File: src/rtl/apb_reg_responder_pkg.sv
// rtl/apb_reg_responder_pkg.sv - shared types and constants for the APB register responder
package apb_resp_pkg;

    typedef enum logic [1:0] {
        IDLE = 2'd0,
        WAIT = 2'd1,
        DONE = 2'd2
    } state_t;

    localparam int APB_WORD_BYTES = 4;
    localparam int APB_WORD_SHIFT = 2;

endpackage

File: src/rtl/apb_reg_responder_if.sv
// rtl/apb_reg_responder_if.sv - APB bus bundle between master transactor and completer
interface apb_reg_responder_if #(
    parameter int ADDR_WIDTH = 32,
    parameter int DATA_WIDTH = 32
);
    logic                  psel;
    logic                  penable;
    logic [ADDR_WIDTH-1:0] paddr;
    logic [DATA_WIDTH-1:0] pwdata;
    logic                  pwrite;
    logic [DATA_WIDTH-1:0] prdata;
    logic                  pready;
    logic                  pslverr;

    modport master (
        output psel, penable, paddr, pwdata, pwrite,
        input  prdata, pready, pslverr
    );

    modport slave (
        input  psel, penable, paddr, pwdata, pwrite,
        output prdata, pready, pslverr
    );
endinterface

File: src/rtl/apb_reg_responder_addr_decode.sv
// rtl/apb_reg_responder_addr_decode.sv - byte address to register index decode with error detection
module apb_addr_decode
    import apb_resp_pkg::*;
#(
    parameter int                    ADDR_WIDTH = 32,
    parameter int                    NUM_REGS   = 16,
    parameter int                    IDX_W      = 4,
    parameter logic [ADDR_WIDTH-1:0] BASE_ADDR  = '0,
    parameter logic [NUM_REGS-1:0]   RO_MASK    = '0
) (
    input  logic [ADDR_WIDTH-1:0] paddr,
    input  logic                  pwrite,
    output logic [IDX_W-1:0]      index,
    output logic                  err
);
    logic [ADDR_WIDTH-1:0] off;
    logic [ADDR_WIDTH-1:0] idx_full;
    logic                  below_base;
    logic                  misaligned;
    logic                  in_range;
    logic                  ro_hit;

    always_comb begin
        off        = paddr - BASE_ADDR;
        idx_full   = off >> APB_WORD_SHIFT;
        below_base = paddr < BASE_ADDR;
        misaligned = (off & ADDR_WIDTH'(APB_WORD_BYTES - 1)) != '0;
        in_range   = idx_full < ADDR_WIDTH'(NUM_REGS);
        index      = idx_full[IDX_W-1:0];
        // RO lookup only meaningful once the index is known to be in range
        ro_hit     = pwrite && in_range && RO_MASK[index];
        err        = below_base || misaligned || !in_range || ro_hit;
    end
endmodule

File: src/rtl/apb_reg_responder.sv
// rtl/apb_reg_responder.sv - APB completer with wait-state insertion, error responses and a flat register bank
module apb_reg_responder
    import apb_resp_pkg::*;
#(
    parameter int                    ADDR_WIDTH = 32,
    parameter int                    DATA_WIDTH = 32,
    parameter int                    NUM_REGS   = 16,
    parameter logic [ADDR_WIDTH-1:0] BASE_ADDR  = '0,
    parameter logic [NUM_REGS-1:0]   RO_MASK    = '0
) (
    input  logic                           clk,
    input  logic                           reset,
    apb_reg_responder_if.slave             apb,
    input  logic [3:0]                     wait_cycles,
    output logic [NUM_REGS*DATA_WIDTH-1:0] reg_q,
    output logic [NUM_REGS-1:0]            wr_pulse,
    output logic                           proto_err
);
    localparam int IDX_W = (NUM_REGS > 1) ? $clog2(NUM_REGS) : 1;

    state_t                state_q, state_d;
    logic [3:0]            cnt_q;
    logic [ADDR_WIDTH-1:0] cap_addr;
    logic                  cap_write;
    logic [DATA_WIDTH-1:0] cap_wdata;
    logic [DATA_WIDTH-1:0] regs [NUM_REGS];

    logic [DATA_WIDTH-1:0] prdata_q;
    logic                  pready_q;
    logic                  pslverr_q;
    logic [NUM_REGS-1:0]   wr_pulse_q;
    logic                  proto_err_q;

    logic                  do_setup;
    logic                  do_dec;
    logic                  do_complete;
    logic                  set_proto;
    logic [IDX_W-1:0]      dec_index;
    logic                  dec_err;
    logic                  good_write;

    apb_addr_decode #(
        .ADDR_WIDTH (ADDR_WIDTH),
        .NUM_REGS   (NUM_REGS),
        .IDX_W      (IDX_W),
        .BASE_ADDR  (BASE_ADDR),
        .RO_MASK    (RO_MASK)
    ) u_decode (
        .paddr  (cap_addr),
        .pwrite (cap_write),
        .index  (dec_index),
        .err    (dec_err)
    );

    always_comb begin
        state_d     = state_q;
        do_setup    = 1'b0;
        do_dec      = 1'b0;
        do_complete = 1'b0;
        set_proto   = 1'b0;
        case (state_q)
            IDLE: begin
                if (apb.psel && !apb.penable) begin
                    do_setup = 1'b1;
                    state_d  = WAIT;
                end else if (apb.psel && apb.penable) begin
                    set_proto = 1'b1;
                end
            end
            WAIT: begin
                if (!apb.psel) begin
                    state_d = IDLE;
                end else if (!apb.penable) begin
                    // a fresh setup while waiting: restart on the new address
                    do_setup  = 1'b1;
                    set_proto = 1'b1;
                end else if (cnt_q != 4'd0) begin
                    do_dec = 1'b1;
                end else begin
                    do_complete = 1'b1;
                    state_d     = DONE;
                end
            end
            DONE:    state_d = IDLE;
            default: state_d = IDLE;
        endcase
    end

    assign good_write = do_complete && !dec_err && cap_write;

    always_ff @(posedge clk) begin
        if (reset) begin
            state_q <= IDLE;
        end else begin
            state_q <= state_d;
        end
    end

    always_ff @(posedge clk) begin
        if (reset) begin
            cnt_q       <= '0;
            cap_addr    <= '0;
            cap_write   <= 1'b0;
            cap_wdata   <= '0;
            prdata_q    <= '0;
            pready_q    <= 1'b0;
            pslverr_q   <= 1'b0;
            wr_pulse_q  <= '0;
            proto_err_q <= 1'b0;
            for (int i = 0; i < NUM_REGS; i++) begin
                regs[i] <= '0;
            end
        end else begin
            pready_q  <= do_complete;
            pslverr_q <= do_complete && dec_err;
            prdata_q  <= (do_complete && !dec_err && !cap_write) ? regs[dec_index] : '0;
            if (set_proto) begin
                proto_err_q <= 1'b1;
            end
            if (do_setup) begin
                cap_addr  <= apb.paddr;
                cap_write <= apb.pwrite;
                cap_wdata <= apb.pwdata;
                cnt_q     <= wait_cycles;
            end else if (do_dec) begin
                cnt_q <= cnt_q - 4'd1;
            end
            for (int i = 0; i < NUM_REGS; i++) begin
                wr_pulse_q[i] <= good_write && (dec_index == IDX_W'(i));
            end
            if (good_write) begin
                regs[dec_index] <= cap_wdata;
            end
        end
    end

    for (genvar g = 0; g < NUM_REGS; g++) begin : g_flat
        assign reg_q[g*DATA_WIDTH +: DATA_WIDTH] = regs[g];
    end

    assign apb.prdata  = prdata_q;
    assign apb.pready  = pready_q;
    assign apb.pslverr = pslverr_q;
    assign wr_pulse    = wr_pulse_q;
    assign proto_err   = proto_err_q;
endmodule

File: src/flat_wrapper.sv
// flat-port wrapper written by rule: the top's interface ports become plain ports
module apb_reg_responder_flat import apb_resp_pkg::*;
#(
    parameter int                    ADDR_WIDTH = 32,
    parameter int                    DATA_WIDTH = 32,
    parameter int                    NUM_REGS   = 16,
    parameter logic [ADDR_WIDTH-1:0] BASE_ADDR  = '0,
    parameter logic [NUM_REGS-1:0]   RO_MASK    = '0
)
  (clk, reset, wait_cycles, reg_q, wr_pulse, proto_err, apb_psel, apb_penable, apb_paddr, apb_pwdata, apb_pwrite, apb_prdata, apb_pready, apb_pslverr);
  apb_reg_responder_if #(.ADDR_WIDTH(ADDR_WIDTH), .DATA_WIDTH(DATA_WIDTH)) apb_i ();
  input  logic clk;
  input  logic reset;
  input  logic [3:0] wait_cycles;
  output logic [NUM_REGS*DATA_WIDTH-1:0] reg_q;
  output logic [NUM_REGS-1:0] wr_pulse;
  output logic proto_err;
  input wire logic [$bits(apb_i.psel)-1:0] apb_psel;
  input wire logic [$bits(apb_i.penable)-1:0] apb_penable;
  input wire logic [$bits(apb_i.paddr)-1:0] apb_paddr;
  input wire logic [$bits(apb_i.pwdata)-1:0] apb_pwdata;
  input wire logic [$bits(apb_i.pwrite)-1:0] apb_pwrite;
  output wire logic [$bits(apb_i.prdata)-1:0] apb_prdata;
  output wire logic [$bits(apb_i.pready)-1:0] apb_pready;
  output wire logic [$bits(apb_i.pslverr)-1:0] apb_pslverr;
  assign apb_i.psel = apb_psel;
  assign apb_i.penable = apb_penable;
  assign apb_i.paddr = apb_paddr;
  assign apb_i.pwdata = apb_pwdata;
  assign apb_i.pwrite = apb_pwrite;
  assign apb_prdata = apb_i.prdata;
  assign apb_pready = apb_i.pready;
  assign apb_pslverr = apb_i.pslverr;
  apb_reg_responder #(.ADDR_WIDTH(ADDR_WIDTH), .DATA_WIDTH(DATA_WIDTH), .NUM_REGS(NUM_REGS), .BASE_ADDR(BASE_ADDR), .RO_MASK(RO_MASK)) u_core (.clk(clk), .reset(reset), .apb(apb_i), .wait_cycles(wait_cycles), .reg_q(reg_q), .wr_pulse(wr_pulse), .proto_err(proto_err));
endmodule
File: config.mk
export PLATFORM = sky130hd
export DESIGN_NAME = apb_reg_responder_flat
export DESIGN_NICKNAME = d
export VERILOG_FILES = /design/src/rtl/apb_reg_responder_pkg.sv /design/src/rtl/apb_reg_responder_if.sv /design/src/rtl/apb_reg_responder_addr_decode.sv /design/src/rtl/apb_reg_responder.sv /design/src/flat_wrapper.sv
export SDC_FILE = /design/constraint.sdc
export NUM_CORES = 1
export LEC_CHECK = 0
export ABC_AREA = 1
export BUFFER_PORTS_ARGS = -buffer_cell sky130_fd_sc_hd__buf_4
export CORE_AREA = 4 4 244 246
export CTS_BUF_LIST = sky130_fd_sc_hd__clkbuf_8
export CTS_CLUSTER_SIZE = 30
export DETAILED_ROUTE_END_ITERATION = 8
export DIE_AREA = 0 0 248 250
export PLACE_DENSITY = 0.78
export SYNTH_ARGS = -nofsm -noshare
export SYNTH_HDL_FRONTEND = slang
export SYNTH_SLANG_ARGS = --single-unit
File: constraint.sdc
create_clock -name clk -period 3 [get_ports clk]
set_input_delay 0.15 -clock clk [delete_from_list [all_inputs] [get_ports clk]]
set_output_delay 0.15 -clock clk [all_outputs]
set_load 0.005 [all_outputs]
==> impl_metrics.tcl <==
set metrics [dict create \
    outcome "completed" \
    dr.pass1.iters 7 \
    fmax_ghz 0.3985 \
    worstSetupPathType "reg -> reg" \
    pin_count 636 \
    cts_tree "built" \
    vias_per_cell 5.421 \
    setup_viol 0 \
    route.detailed.drc 0 \
    hold_path.class "in -> reg" \
    ant_nets 0 \
    power_w 0.01973 \
    core_mm2 0.05737 \
    critPathCaptureType "flop" \
    final_common_cell "nand2_1" \
    grt_pass1_vias 23960 \
    final_nets 3885 \
    cp_top_family "buffers and inverters" \
    synth_top_area_frac 0.5448 \
    synth_cells 3118 \
    htreeDepth 3 \
    synth_top_area_cell "edfxtp_1" \
    p_per_area_mw_per_mm2 538.5 \
    tightest_slew_ns 0.9445 \
    critical_path.cell_chain "inv_1 > ha_1 > nand3_1 > nor3_4 > buf_4 > nand3_2 > nand2_2 > buf_4" \
    clk_latency_ns 0.72 \
    numCtsBuffers 101 \
    synthesis.nets 3193 \
    dp_hpwl_um 72400 \
    cap_violations 0 \
    synthTopCellsByArea "edfxtp_1 (54%), nand2_1 (19%), dfxtp_1 (8.7%), nor2_1 (5.9%), nor2_2 (3.7%)" \
    cp_data_required_time_ns 3.33 \
    synth-seq-cells 634 \
    regArea_mm2 0.01782 \
    syn_area_mm2 0.02822 \
    slew_headroom 0.3664 \
    ys_warn_count 0 \
    wl_um 106700 \
    hold_violations 0 \
    worstPathMaxFanout 26 \
    layout_common_cells "nand2_1 (1427), buf_4 (681), edfxtp_1 (512)" \
    critPathLaunchType "flop" \
    syn2layout_area_growth_pct 29.84 \
    finalSetupTns_ns 0 \
    cp_slowest_cell "buf_4" \
    rsz0062_at_grt "no" \
    skew_ns 0.04808 \
    multi_input_area_mm2 0.009130 \
    critPathMostFrequentCell "buf_4" \
    die_x_um 248 \
    port-buffer-count 635 \
    clock_sinks 634 \
    die-area_mm2 0.06200 \
    slew_violations 0 \
    cts_max_path_buffers 3 \
    drt_iter0_markers 2705 \
    floorplan.initialDensity 0.4919 \
    num_rows 88 \
    syn_avg_cell_area_um2 9.051 \
    routedWlPerCell_um 22.87 \
    ys_types 24 \
    grt_max_degree 156 \
    root_buffer "clkbuf_8" \
    overflow 0 \
    path_buf_inv 3 \
    arrival_ns 2.84 \
    grt_pass1_wl_um 153000 \
    clk_pin_slew_ns 0.06 \
    grt.total_usage 0.3331 \
    vdd_drop_max_v 0.0004341 \
    antenna_found_initial 2 \
    ys_seq_area_frac 0.6314 \
    p_leak_nw 16.50 \
    fin_crit_sh 0.8365 \
    fillCellCount 4573 \
    die_h_um 250 \
    cts_setup_buffers 0 \
    slowest_delay_ns 0.40 \
    vias 25300 \
    drive_gt1_frac 0.2685 \
    layout_min_cycle_time_ns 2.510 \
    gp_congestion 0.9545 \
]
-- kinds of logic (layout without fill, tap and decap cells) --
logic type	Yosys count	after routing	share of synthesized area
AOI/OAI and AO/OA	113	113	0.02004
other	0	2	0
buffers and inverters	279	1060	0.04704
DFF	634	634	0.6314
and+or+nand+nor	2089	2089	0.3003
xor gates and xnor gates	1	1	0.0003104
adders and majority gates	2	2	0.0008866
-- worst paths after layout --
path / start / end / depth (start not counted) / slack (ns)
worst max-delay path: u_core.cnt_q[0] / u_core.regs[13][1] / 8 / 0.49
worst min-delay path: apb_pwdata[25] / u_core.cap_wdata[25] / 4 / 0.30
worst max register to register: u_core.cnt_q[0] / u_core.regs[13][1] / 8 / 0.49
worst min register to register: u_core.cap_addr[30] / u_core.cap_addr[30] / 2 / 0.46
-- final cells by class --
class	count	share of cell area
inverters	72	0.007718
multi-input cells	2205	0.2492
diodes	2	0.0001366
well taps	765	0.02612
repair buffers	796	0.1737
clock buffers	121	0.04545
clock inverters	71	0.01120
flip-flops and latches	634	0.4865
-- repair_timing --
item | in CTS | in global routing
resized for setup | 0 | 0
hold buffers | 105 | 0
endpoints found under the hold margin | 79 | 0
-- per-stage QoR --
step | util | cells | hold slack, ns | instance area, um^2 | setup WS (ns)
2_1_floorplan | - | 3118 | 0.2946 | 28220 | 0.3184
3_3_place_gp | 0.5841 | 4367 | 0.4028 | 33510 | 0.6401
3_5_place_dp | 0.5841 | 4367 | 0.4145 | 33510 | 0.5595
4_1_cts | 0.6386 | 4664 | 0.2337 | 36630 | 0.4862
5_1_grt | 0.6387 | 4665 | 0.2916 | 36640 | 0.3454
6_report | 0.6387 | 4666 | 0.3007 | 36640 | 0.4904
-- metal layers --
| layer | up-vias | track usage | share of wire |
|---|---|---|---|
| met3 | 355 | 0.07403 | 0.12 |
| met2 | 1829 | 0.5513 | 0.48 |
| met4 | 2 | 0.1878 | 0.065 |
| li1 | 11240 | - | - |
| met1 | 11870 | 0.4023 | 0.33 |
| met5 | - | 0 | 0.000066 |
-- Yosys cell counts (all sizes together) --
cell type,instances
nor3,10
nand2,1439
inv,39
or2,1
dfxtp,122
o21ai,46
xnor2,1
edfxtp,512
clkbuf,135
a21oi,67
clkinv,33
nand3,24
buf,72
ha,2
nor2,615
-- report_power, final --
part	switching (W)	internal, W	total (W)
combinational	0.00140	0.000755	0.00216
clock	0.00360	0.00395	0.00755
sequential	0.000243	0.00978	0.0100
-- registers in the layout (all words and copies together) (netlist names) --
signal / flops
u_core.apb.prdata: 32
u_core.apb.pready: 1
u_core.apb.pslverr: 1
u_core.cap_addr: 32
u_core.cap_wdata: 32
u_core.cap_write: 1
u_core.cnt_q: 4
u_core.proto_err: 1
u_core.regs: 512
u_core.state_q: 2
u_core.wr_pulse: 16
-- worst reg2reg max path: cells and delay by family (launching register included) --
kind | cells | cell delay, ns
fa+ha+maj | 1 | 0.17
buf+inv | 3 | 0.90
flops | 1 | 0.31
simple gates | 4 | 0.72
Note: power is estimated with default switching activity, not from simulation.
